`src/rtl/matrix_op_executor_pkg.sv`:
```
// Executor FSM states and error causes reported on err_code.
package matrix_op_executor_pkg;

    typedef enum logic [2:0] {
        IDLE,
        CHECK,
        RD_A,
        RD_B,
        ACC,
        WRITE,
        DONE,
        ERROR
    } exec_state_t;

    localparam logic [1:0] ERR_NONE  = 2'd0;
    localparam logic [1:0] ERR_DIM   = 2'd1;
    localparam logic [1:0] ERR_SHAPE = 2'd2;
    localparam logic [1:0] ERR_ALIAS = 2'd3;

endpackage

```
`src/rtl/matrix_op_selector_pkg.sv`:
```
// Operation encoding shared between the operation selector and its executor.
package matrix_op_selector_pkg;

    typedef enum logic [1:0] {
        CALC_TRANSPOSE  = 2'd0,
        CALC_ADD        = 2'd1,
        CALC_MUL        = 2'd2,
        CALC_SCALAR_MUL = 2'd3
    } calc_type_t;

endpackage

```
`src/rtl/matrix_exec_alu.sv`:
```
// Combinational element datapath: pass, add, scalar product or multiply-accumulate, then narrow to
// DATA_WIDTH (wrap, or clamp when MATRIX_EXEC_SATURATE_EN is defined). Zero latency, no flow control.
module matrix_exec_alu
    import matrix_op_selector_pkg::*;
#(
    parameter int DATA_WIDTH = 32,
    parameter int ACC_WIDTH  = 67
) (
    input  calc_type_t                    i_calc,
    input  logic signed [DATA_WIDTH-1:0]  i_rd_data,
    input  logic signed [DATA_WIDTH-1:0]  i_a_dat,
    input  logic signed [DATA_WIDTH-1:0]  i_scalar,
    input  logic signed [ACC_WIDTH-1:0]   i_acc,
    output logic signed [ACC_WIDTH-1:0]   o_acc_nxt,
    output logic        [DATA_WIDTH-1:0]  o_res
);

    localparam int PW = 2 * DATA_WIDTH;

    logic signed [DATA_WIDTH-1:0] w_mul_op;
    logic signed [PW-1:0]         w_mul_x;
    logic signed [PW-1:0]         w_mul_y;
    logic signed [PW-1:0]         w_prod;
    logic signed [ACC_WIDTH-1:0]  w_rd_ext;
    logic signed [ACC_WIDTH-1:0]  w_a_ext;
    logic signed [ACC_WIDTH-1:0]  w_prod_ext;

    // One multiplier serves both MUL (A*B) and SCALAR_MUL (scalar*A).
    assign w_mul_op   = (i_calc == CALC_MUL) ? i_a_dat : i_scalar;
    assign w_mul_x    = {{DATA_WIDTH{w_mul_op[DATA_WIDTH-1]}}, w_mul_op};
    assign w_mul_y    = {{DATA_WIDTH{i_rd_data[DATA_WIDTH-1]}}, i_rd_data};
    assign w_prod     = w_mul_x * w_mul_y;
    assign w_rd_ext   = {{(ACC_WIDTH-DATA_WIDTH){i_rd_data[DATA_WIDTH-1]}}, i_rd_data};
    assign w_a_ext    = {{(ACC_WIDTH-DATA_WIDTH){i_a_dat[DATA_WIDTH-1]}}, i_a_dat};
    assign w_prod_ext = {{(ACC_WIDTH-PW){w_prod[PW-1]}}, w_prod};

    always_comb begin
        o_acc_nxt = w_rd_ext;
        case (i_calc)
            CALC_TRANSPOSE:  o_acc_nxt = w_rd_ext;
            CALC_ADD:        o_acc_nxt = w_a_ext + w_rd_ext;
            CALC_MUL:        o_acc_nxt = i_acc + w_prod_ext;
            CALC_SCALAR_MUL: o_acc_nxt = w_prod_ext;
            default:         o_acc_nxt = w_rd_ext;
        endcase
    end

`ifdef MATRIX_EXEC_SATURATE_EN
    logic [ACC_WIDTH-DATA_WIDTH:0] w_hi;
    logic                          w_ovf;

    // Fits in DATA_WIDTH only when every bit above the result sign bit matches it.
    assign w_hi  = o_acc_nxt[ACC_WIDTH-1:DATA_WIDTH-1];
    assign w_ovf = !((&w_hi) || !(|w_hi));

    always_comb begin
        o_res = o_acc_nxt[DATA_WIDTH-1:0];
        if (w_ovf && (i_calc != CALC_TRANSPOSE)) begin
            o_res = o_acc_nxt[ACC_WIDTH-1] ? {1'b1, {(DATA_WIDTH-1){1'b0}}}
                                           : {1'b0, {(DATA_WIDTH-1){1'b1}}};
        end
    end
`else
    assign o_res = o_acc_nxt[DATA_WIDTH-1:0];
`endif

endmodule

```
`src/rtl/matrix_op_executor.sv`:
```
// Executes one matrix op against 1-cycle-latency storage, writing results row-major; done/error pulse at end.
// No backpressure: start is ignored while busy. Saturating results under MATRIX_EXEC_SATURATE_EN.
module matrix_op_executor
    import matrix_op_selector_pkg::*;
    import matrix_op_executor_pkg::*;
#(
    parameter int DATA_WIDTH = 32,
    parameter int ID_WIDTH   = 3,
    parameter int DIM_WIDTH  = 3,
    parameter int ACC_WIDTH  = 2 * DATA_WIDTH + DIM_WIDTH
) (
    input  logic                         clk,
    input  logic                         rst_n,
    input  logic                         start,
    input  calc_type_t                   calc_type,
    input  logic [ID_WIDTH-1:0]          id_a,
    input  logic [ID_WIDTH-1:0]          id_b,
    input  logic [ID_WIDTH-1:0]          res_id,
    input  logic [DIM_WIDTH-1:0]         m_a,
    input  logic [DIM_WIDTH-1:0]         n_a,
    input  logic [DIM_WIDTH-1:0]         m_b,
    input  logic [DIM_WIDTH-1:0]         n_b,
    input  logic signed [DATA_WIDTH-1:0] scalar,
    output logic                         rd_en,
    output logic [ID_WIDTH-1:0]          rd_id,
    output logic [DIM_WIDTH-1:0]         rd_row,
    output logic [DIM_WIDTH-1:0]         rd_col,
    input  logic signed [DATA_WIDTH-1:0] rd_data,
    output logic                         wr_en,
    output logic [ID_WIDTH-1:0]          wr_id,
    output logic [DIM_WIDTH-1:0]         wr_row,
    output logic [DIM_WIDTH-1:0]         wr_col,
    output logic [DATA_WIDTH-1:0]        wr_data,
    output logic [DIM_WIDTH-1:0]         res_m,
    output logic [DIM_WIDTH-1:0]         res_n,
    output logic                         busy,
    output logic                         done,
    output logic                         error,
    output logic [1:0]                   err_code
);

    exec_state_t                  r_state;
    calc_type_t                   r_calc;
    logic [ID_WIDTH-1:0]          r_id_a, r_id_b, r_res_id;
    logic [DIM_WIDTH-1:0]         r_m_a, r_n_a, r_m_b, r_n_b;
    logic signed [DATA_WIDTH-1:0] r_scalar;
    logic [DIM_WIDTH-1:0]         r_row, r_col, r_k;
    logic signed [ACC_WIDTH-1:0]  r_acc;
    logic signed [DATA_WIDTH-1:0] r_a_dat;

    logic                         r_rd_en, r_wr_en, r_busy, r_done, r_error;
    logic [ID_WIDTH-1:0]          r_rd_id, r_wr_id;
    logic [DIM_WIDTH-1:0]         r_rd_row, r_rd_col, r_wr_row, r_wr_col;
    logic [DATA_WIDTH-1:0]        r_wr_data;
    logic [DIM_WIDTH-1:0]         r_res_m, r_res_n;
    logic [1:0]                   r_err_code;

    logic                         w_two_op;
    logic [1:0]                   w_err;
    logic                         w_col_wrap, w_last;
    logic [DIM_WIDTH-1:0]         w_row_nxt, w_col_nxt, w_k_nxt;
    logic signed [ACC_WIDTH-1:0]  w_acc_nxt;
    logic [DATA_WIDTH-1:0]        w_res;

    // Address of the A element feeding result (row, col) at inner index k.
    function automatic logic [2*DIM_WIDTH-1:0] a_addr(input calc_type_t      t,
                                                      input logic [DIM_WIDTH-1:0] row,
                                                      input logic [DIM_WIDTH-1:0] col,
                                                      input logic [DIM_WIDTH-1:0] k);
        case (t)
            CALC_TRANSPOSE: return {col, row};
            CALC_MUL:       return {row, k};
            default:        return {row, col};
        endcase
    endfunction

    matrix_exec_alu #(
        .DATA_WIDTH (DATA_WIDTH),
        .ACC_WIDTH  (ACC_WIDTH)
    ) u_alu (
        .i_calc    (r_calc),
        .i_rd_data (rd_data),
        .i_a_dat   (r_a_dat),
        .i_scalar  (r_scalar),
        .i_acc     (r_acc),
        .o_acc_nxt (w_acc_nxt),
        .o_res     (w_res)
    );

    assign w_two_op = (r_calc == CALC_ADD) || (r_calc == CALC_MUL);

    always_comb begin
        w_err = ERR_NONE;
        if ((r_m_a == '0) || (r_n_a == '0) || (w_two_op && ((r_m_b == '0) || (r_n_b == '0)))) begin
            w_err = ERR_DIM;
        end else if (((r_calc == CALC_ADD) && ((r_m_a != r_m_b) || (r_n_a != r_n_b))) ||
                     ((r_calc == CALC_MUL) && (r_n_a != r_m_b))) begin
            w_err = ERR_SHAPE;
        end else if ((r_res_id == r_id_a) || (w_two_op && (r_res_id == r_id_b))) begin
            w_err = ERR_ALIAS;
        end
    end

    always_comb begin
        w_col_wrap = (r_col == r_res_n - DIM_WIDTH'(1));
        w_last     = w_col_wrap && (r_row == r_res_m - DIM_WIDTH'(1));
        w_row_nxt  = w_col_wrap ? r_row + DIM_WIDTH'(1) : r_row;
        w_col_nxt  = w_col_wrap ? '0 : r_col + DIM_WIDTH'(1);
        w_k_nxt    = r_k + DIM_WIDTH'(1);
    end

    always_ff @(posedge clk or negedge rst_n) begin
        if (!rst_n) begin
            r_state    <= IDLE;
            r_calc     <= CALC_TRANSPOSE;
            r_id_a     <= '0;
            r_id_b     <= '0;
            r_res_id   <= '0;
            r_m_a      <= '0;
            r_n_a      <= '0;
            r_m_b      <= '0;
            r_n_b      <= '0;
            r_scalar   <= '0;
            r_row      <= '0;
            r_col      <= '0;
            r_k        <= '0;
            r_acc      <= '0;
            r_a_dat    <= '0;
            r_rd_en    <= 1'b0;
            r_rd_id    <= '0;
            r_rd_row   <= '0;
            r_rd_col   <= '0;
            r_wr_en    <= 1'b0;
            r_wr_id    <= '0;
            r_wr_row   <= '0;
            r_wr_col   <= '0;
            r_wr_data  <= '0;
            r_res_m    <= '0;
            r_res_n    <= '0;
            r_busy     <= 1'b0;
            r_done     <= 1'b0;
            r_error    <= 1'b0;
            r_err_code <= ERR_NONE;
        end else begin
            // Strobes are single-cycle; only one transition per cycle can raise one, so rd/wr never overlap.
            r_rd_en <= 1'b0;
            r_wr_en <= 1'b0;
            r_done  <= 1'b0;
            r_error <= 1'b0;
            case (r_state)
                IDLE: begin
                    if (start) begin
                        r_calc     <= calc_type;
                        r_id_a     <= id_a;
                        r_id_b     <= id_b;
                        r_res_id   <= res_id;
                        r_m_a      <= m_a;
                        r_n_a      <= n_a;
                        r_m_b      <= m_b;
                        r_n_b      <= n_b;
                        r_scalar   <= scalar;
                        r_err_code <= ERR_NONE;
                        r_res_m    <= '0;
                        r_res_n    <= '0;
                        r_busy     <= 1'b1;
                        r_state    <= CHECK;
                    end
                end
                CHECK: begin
                    if (w_err != ERR_NONE) begin
                        r_err_code <= w_err;
                        r_error    <= 1'b1;
                        r_state    <= ERROR;
                    end else begin
                        case (r_calc)
                            CALC_TRANSPOSE: begin r_res_m <= r_n_a; r_res_n <= r_m_a; end
                            CALC_MUL:       begin r_res_m <= r_m_a; r_res_n <= r_n_b; end
                            default:        begin r_res_m <= r_m_a; r_res_n <= r_n_a; end
                        endcase
                        r_row                <= '0;
                        r_col                <= '0;
                        r_k                  <= '0;
                        r_acc                <= '0;
                        r_rd_en              <= 1'b1;
                        r_rd_id              <= r_id_a;
                        {r_rd_row, r_rd_col} <= a_addr(r_calc, '0, '0, '0);
                        r_state              <= RD_A;
                    end
                end
                RD_A: begin
                    if (w_two_op) begin
                        r_rd_en  <= 1'b1;
                        r_rd_id  <= r_id_b;
                        r_rd_row <= (r_calc == CALC_MUL) ? r_k : r_row;
                        r_rd_col <= r_col;
                        r_state  <= RD_B;
                    end else begin
                        r_state <= ACC;
                    end
                end
                RD_B: begin
                    // rd_data currently carries the A element requested in RD_A.
                    r_a_dat <= rd_data;
                    r_state <= ACC;
                end
                ACC: begin
                    r_acc     <= w_acc_nxt;
                    r_wr_data <= w_res;
                    r_k       <= w_k_nxt;
                    if ((r_calc == CALC_MUL) && (w_k_nxt != r_n_a)) begin
                        r_rd_en              <= 1'b1;
                        r_rd_id              <= r_id_a;
                        {r_rd_row, r_rd_col} <= a_addr(r_calc, r_row, r_col, w_k_nxt);
                        r_state              <= RD_A;
                    end else begin
                        r_wr_en  <= 1'b1;
                        r_wr_id  <= r_res_id;
                        r_wr_row <= r_row;
                        r_wr_col <= r_col;
                        r_state  <= WRITE;
                    end
                end
                WRITE: begin
                    if (w_last) begin
                        r_done  <= 1'b1;
                        r_state <= DONE;
                    end else begin
                        r_row                <= w_row_nxt;
                        r_col                <= w_col_nxt;
                        r_k                  <= '0;
                        r_acc                <= '0;
                        r_rd_en              <= 1'b1;
                        r_rd_id              <= r_id_a;
                        {r_rd_row, r_rd_col} <= a_addr(r_calc, w_row_nxt, w_col_nxt, '0);
                        r_state              <= RD_A;
                    end
                end
                DONE: begin
                    r_busy  <= 1'b0;
                    r_state <= IDLE;
                end
                ERROR: begin
                    r_busy  <= 1'b0;
                    r_state <= IDLE;
                end
                default: begin
                    r_busy  <= 1'b0;
                    r_state <= IDLE;
                end
            endcase
        end
    end

    assign rd_en    = r_rd_en;
    assign rd_id    = r_rd_id;
    assign rd_row   = r_rd_row;
    assign rd_col   = r_rd_col;
    assign wr_en    = r_wr_en;
    assign wr_id    = r_wr_id;
    assign wr_row   = r_wr_row;
    assign wr_col   = r_wr_col;
    assign wr_data  = r_wr_data;
    assign res_m    = r_res_m;
    assign res_n    = r_res_n;
    assign busy     = r_busy;
    assign done     = r_done;
    assign error    = r_error;
    assign err_code = r_err_code;

endmodule

```
`config.mk`:
```
export PLATFORM = sky130hd
export DESIGN_NAME = matrix_op_executor
export DESIGN_NICKNAME = d
export VERILOG_FILES = /design/src/rtl/matrix_op_executor_pkg.sv /design/src/rtl/matrix_op_selector_pkg.sv /design/src/rtl/matrix_exec_alu.sv /design/src/rtl/matrix_op_executor.sv
export SDC_FILE = /design/constraint.sdc
export NUM_CORES = 2
export LEC_CHECK = 0
export ABC_CLOCK_PERIOD_IN_PS = 11250
export CAP_MARGIN = 20
export CORE_MARGIN = 2
export CORE_UTILIZATION = 55
export DETAILED_ROUTE_END_ITERATION = 8
export PLACE_DENSITY = 0.86
export SYNTH_ARGS = -nofsm -noshare
export SYNTH_HDL_FRONTEND = slang
export SYNTH_SLANG_ARGS = --single-unit
```
`constraint.sdc`:
```
create_clock -name clk -period 11.25 [get_ports clk]
set_input_delay 2.25 -clock clk [delete_from_list [all_inputs] [get_ports clk]]
set_output_delay 2.25 -clock clk [all_outputs]
set_load 0.005 [all_outputs]
```
-- Word-level counts from Yosys, hierarchy flattened
Cells that the tools add are included.
- register bits: 229
- input port bits: 90
- output and inout bits: 63
- word-level logic and storage cells: 159
- $add $sub $neg: 7
- multiply operators: 1
- eq/ne operators: 24
- multiplexer cells: 62
- bitwise gates (word level): 1
- reduce and logical (&&, ||, !) cells: 34
- operator list (operator ; count):
    $pmux 67 s4 ; 1
    $pmux 67 s3 ; 1
    $mux 67 ; 2
    $mux 3 ; 26
    $add 67x64->67 ; 1
    $mul 32x32->64 ; 1
    $pmux 3 s4 ; 3
    $add 32x32->33 ; 1
    $mux 32 ; 1
    $pmux 3 s2 ; 5
    $pmux 6 s2 ; 2
    $pmux 3 s7 ; 1
    $logic_not 3->1 ; 5
    $eq 3x3->1 ; 4
    $eq 3x3->1 const B ; 4
    $ne 2x2->1 const B ; 6
    $ne 3x3->1 ; 4
    $reduce_and 3->1 ; 4
    $mux 1 ; 11
    $mux 2 ; 5
    $add 3x1->3 const B ; 3
    $pmux 3 s3 ; 1
    $reduce_bool 2->1 ; 4
    $logic_or 1x1->1 ; 7
    other kinds (16) ; 26

-- Longest topological paths before layout
- word-level depth: 10
- depth in mapped cells: 44
- gate-level depth less buffers: 38

-- Modules after synthesis
Synthesis repeated with hierarchy kept, for this count alone.
- cells, all modules: 5922
- area total of the unflattened synthesis: 53472.5 um^2
- modules (own cells, without submodules) (module ; times used ; cells each ; area each (um^2) ; seq. area each (um^2)):
    matrix_exec_alu ; 1 ; 4898 ; 43279.0 ; 0.0
    matrix_op_executor ; 1 ; 1024 ; 10193.5 ; 5730.5

-- Worst setup path after synthesis
No wires, ideal clock.
- path type: input to register
- from: input port rd_data[6]
- to: register r_acc[31]
- setup time: 0.126 ns
- arrival time: 10.693 ns
- data required time: 11.124 ns
- path slack: 0.431 ns
- stages on the path: 37
- path buffers: 3
- cell sequence: clkbuf_1 clkinv_1 clkbuf_1 nor2_1 fa_1 fa_1 fa_1 inv_1 fa_1 inv_1 fa_1 inv_1 fa_1 inv_1 fa_1 inv_1 fa_1 inv_1 ha_1 a21oi_1 inv_1 a31oi_1 o21bai_1 a21oi_1 xnor2_1 ha_1 clkbuf_1 o21a_1 o21ai_0 a21o_1 a211o_1 o211a_1 and3_1 o31ai_1 xor2_1 a211oi_2 o21ai_1
- cells in the longest elaborated chain, start to end: 4
- elaborated cells between the ends (all ways): 5
- classes of those cells: add/sub: 2; mul: 1; mux: 2
- ends and longest elaborated chain (what ; line ; text):
    start: declaration ; matrix_op_executor.sv:28 ; input logic signed [DATA_WIDTH-1:0] rd_data,
    $mul 32x32->64 ; matrix_exec_alu.sv:32 ; assign w_prod = w_mul_x * w_mul_y;
    $add 67x64->67 ; matrix_exec_alu.sv:42 ; CALC_MUL: o_acc_nxt = i_acc + w_prod_ext;
    $pmux 67 s4 * ; matrix_exec_alu.sv:39 ; case (i_calc)
    $pmux 67 s3 * ; matrix_op_executor.sv:150 ; case (r_state)
    end signal: assignment ; matrix_op_executor.sv:207 ; r_acc <= w_acc_nxt;
    end: declaration ; matrix_op_executor.sv:48 ; logic signed [ACC_WIDTH-1:0] r_acc;
Every way passes the cells marked *; elsewhere a longest branch is shown, timed or not.
A chain may end at the register's enable or synchronous reset.

-- Final worst setup path
- from: input port rd_data[3]
- to: register r_acc[27]
Same word-level chain as after synthesis.

==> run summary <==
status = completed
Area Overhead vs Synth = 11.6%
drt first pass iters = 7
most common cell in the netlist = nand2_1
Hold Fails Final Rpt = 0
CTS HTree Levels = 4
clk root buf = clkbuf_16
io pins = 153
placed cells = 4102
share of layout cells above drive strength 1 = 6.14%
Routed Antenna Nets = 0
post-layout util = 62.2%
Crit-path slowest cell = fa_1
Vias/cell = 5.92
crit share post-route = 97.0%
NumNets Final = 4163
DRC Markers = 0
arrival time worst endpoint = 11320 ps
# hold bufs at CTS = 0
Cells after Synth = 3315
Port Buffers = 152
total gr overflow = 0
EDFF count, synth = 0
initial antenna violation count = 1
CTS Buffer Depth = 2
worst slew pin tran = 1010 ps
required time worst endpoint = 11650 ps
placer congestion estimate = 1.03
Starting Density = 55.7%
TritonCTS clock tree = built
Layout Skew = 16.7 ps
Crit. End Element = flip-flop
delay of the slowest cell on the worst path = 550 ps
Ys Warns = 0
largest net degree at the start of global routing = 82
Async SR Flop Fraction = 100%
Hold Worst Slack = 480 ps
top cell type's share of synthesized area = 28.7%
sequential cell area fraction in the yosys report = 17.0%
Yosys reg bits = 194
drt total wl = 88.1 mm
Chip Width = 232 um
Non-Filler Instances = 4136
CP max FO = 9
Setup WS pre-CTS = -57.5 ps
Mapped Area = 28600 um^2
WP buf/inv = 9
Final Max Tran Viols = 0
post-synth cell types = 73
clock slew at reported path FFs = 80 ps
Die Footprint = 53900 um^2
storage element area = 4850 um^2
Tmin final = 10920 ps
vias in the first global route = 25600
Core Region = 51400 um^2
synth cell count leaders = nand2_1, inv_1, fa_1
Hold Path Class = flip-flop to flip-flop
Die Y = 232 um
Final setup viols = 0
cell family with most CP delay = adder cells
clk sinks = 194
Multi-input gate area = 21000 um^2
crit start category = input port
Worst-Skew Late Latency = 470 ps
via count = 24500
post-DR wirelength/cell = 21.3 um
Post-synth top flop = dfrtp_1
first-pass GRT wire length = 139 mm
CTS buffer count = 17
DR iter-0 viols = 2271
Area contributors post-synth = fa_1, dfrtp_1, ha_1
gr usage total = 33.9%
fmax = 91.6 MHz
Max-Slew Margin vs Limit = 30.8%
Synth area leader = fa_1
Rows = 83
Final WS setup = 333 ps
fillers = 4165
Syn Area/Cell = 8.64 um^2
DPL Wire Length = 69.5 mm
critical path class = input port to flip-flop
syn_nets = 4037
Max Cap Violations = 0
logic make-up (layout without fill, tap and decap cells):
family | after synthesis | after routing | synth area share, %
buf+inv | 729 | 868 | 9.70
fa+ha+maj | 632 | 632 | 38.4
other cells | 0 | 2 | 0
compound gates | 473 | 473 | 11.1
mux | 75 | 75 | 3.10
flops | 194 | 194 | 17.0
xor+xnor | 164 | 164 | 5.26
simple gates | 1048 | 1048 | 15.6
final timing paths:
path	start	end	slack [ps]	cells after the start
setup / recovery	rd_data[3]	r_acc[27]$_DFFE_PN0P_	330	38
hold / removal	wr_data[4]$_DFFE_PN0P_	wr_data[4]$_DFFE_PN0P_	480	1
hold reg to reg	wr_data[4]$_DFFE_PN0P_	wr_data[4]$_DFFE_PN0P_	480	1
max in group asynchronous	rst_n	wr_data[6]$_DFFE_PN0P_	7470	3
min in group asynchronous	rst_n	done$_DFF_PN0_	1810	1
setup reg to reg	r_calc[0]$_DFFE_PN0P_	r_acc[31]$_DFFE_PN0P_	930	35
per-layer routing:
layer	up-vias	part of all wire (%)	GRT usage [%]	wire, um
li1	10600	-	-	-
met1	12000	36	40.5	31300
met2	1526	45	53.0	39600
met3	378	13	11.9	11100
met4	0	6.9	19.7	6090
met5	-	0	0	0
metrics by stage:
stage                     TNS (ps)  instance area [um^2]
after floorplan                  0                 28600
after global placement           0                 31300
after detailed placement      -206                 31300
after CTS                        0                 31900
after global routing         -1.54                 32000
final                            0                 32000
registers in the layout, summed over array words and instances, names as in the netlist, 32 cells and up:
signal    flops
r_a_dat      32
r_acc        32
r_scalar     32
wr_data      32
repair_timing:
| action | CTS | global route |
|---|---|---|
| buffers inserted | 0 | 0 |
| endpoints found under the setup margin | 0 | 12 |
| hold endpoints to repair | 0 | 0 |
| gates resized for setup | 0 | 5 |
cell type report:
class / instances / share of cell area (%)
antenna: 2 / 0.0157
clock buffer: 17 / 1.33
clock inverter: 15 / 0.607
inverter: 578 / 6.80
multi-input combinational: 2392 / 65.8
sequential: 194 / 15.2
tap: 680 / 2.66
timing repair buffer: 258 / 7.57
cells in the final DEF, fill, tap and decap left out, types with 95 or more instances in the layout:
| cell | n |
|---|---|
| a21o_1 | 96 |
| a21oi_1 | 95 |
| and2_1 | 109 |
| buf_4 | 98 |
| clkdlybuf4s50_1 | 151 |
| dfrtp_1 | 194 |
| fa_1 | 410 |
| ha_1 | 220 |
| inv_1 | 568 |
| nand2_1 | 573 |
| nor2_1 | 260 |
| o21ai_0 | 99 |
| xnor2_1 | 109 |
Power is left out: the tool's default activity adds up to more than one toggle a clock period on the data nets, which glitch-free logic cannot reach.
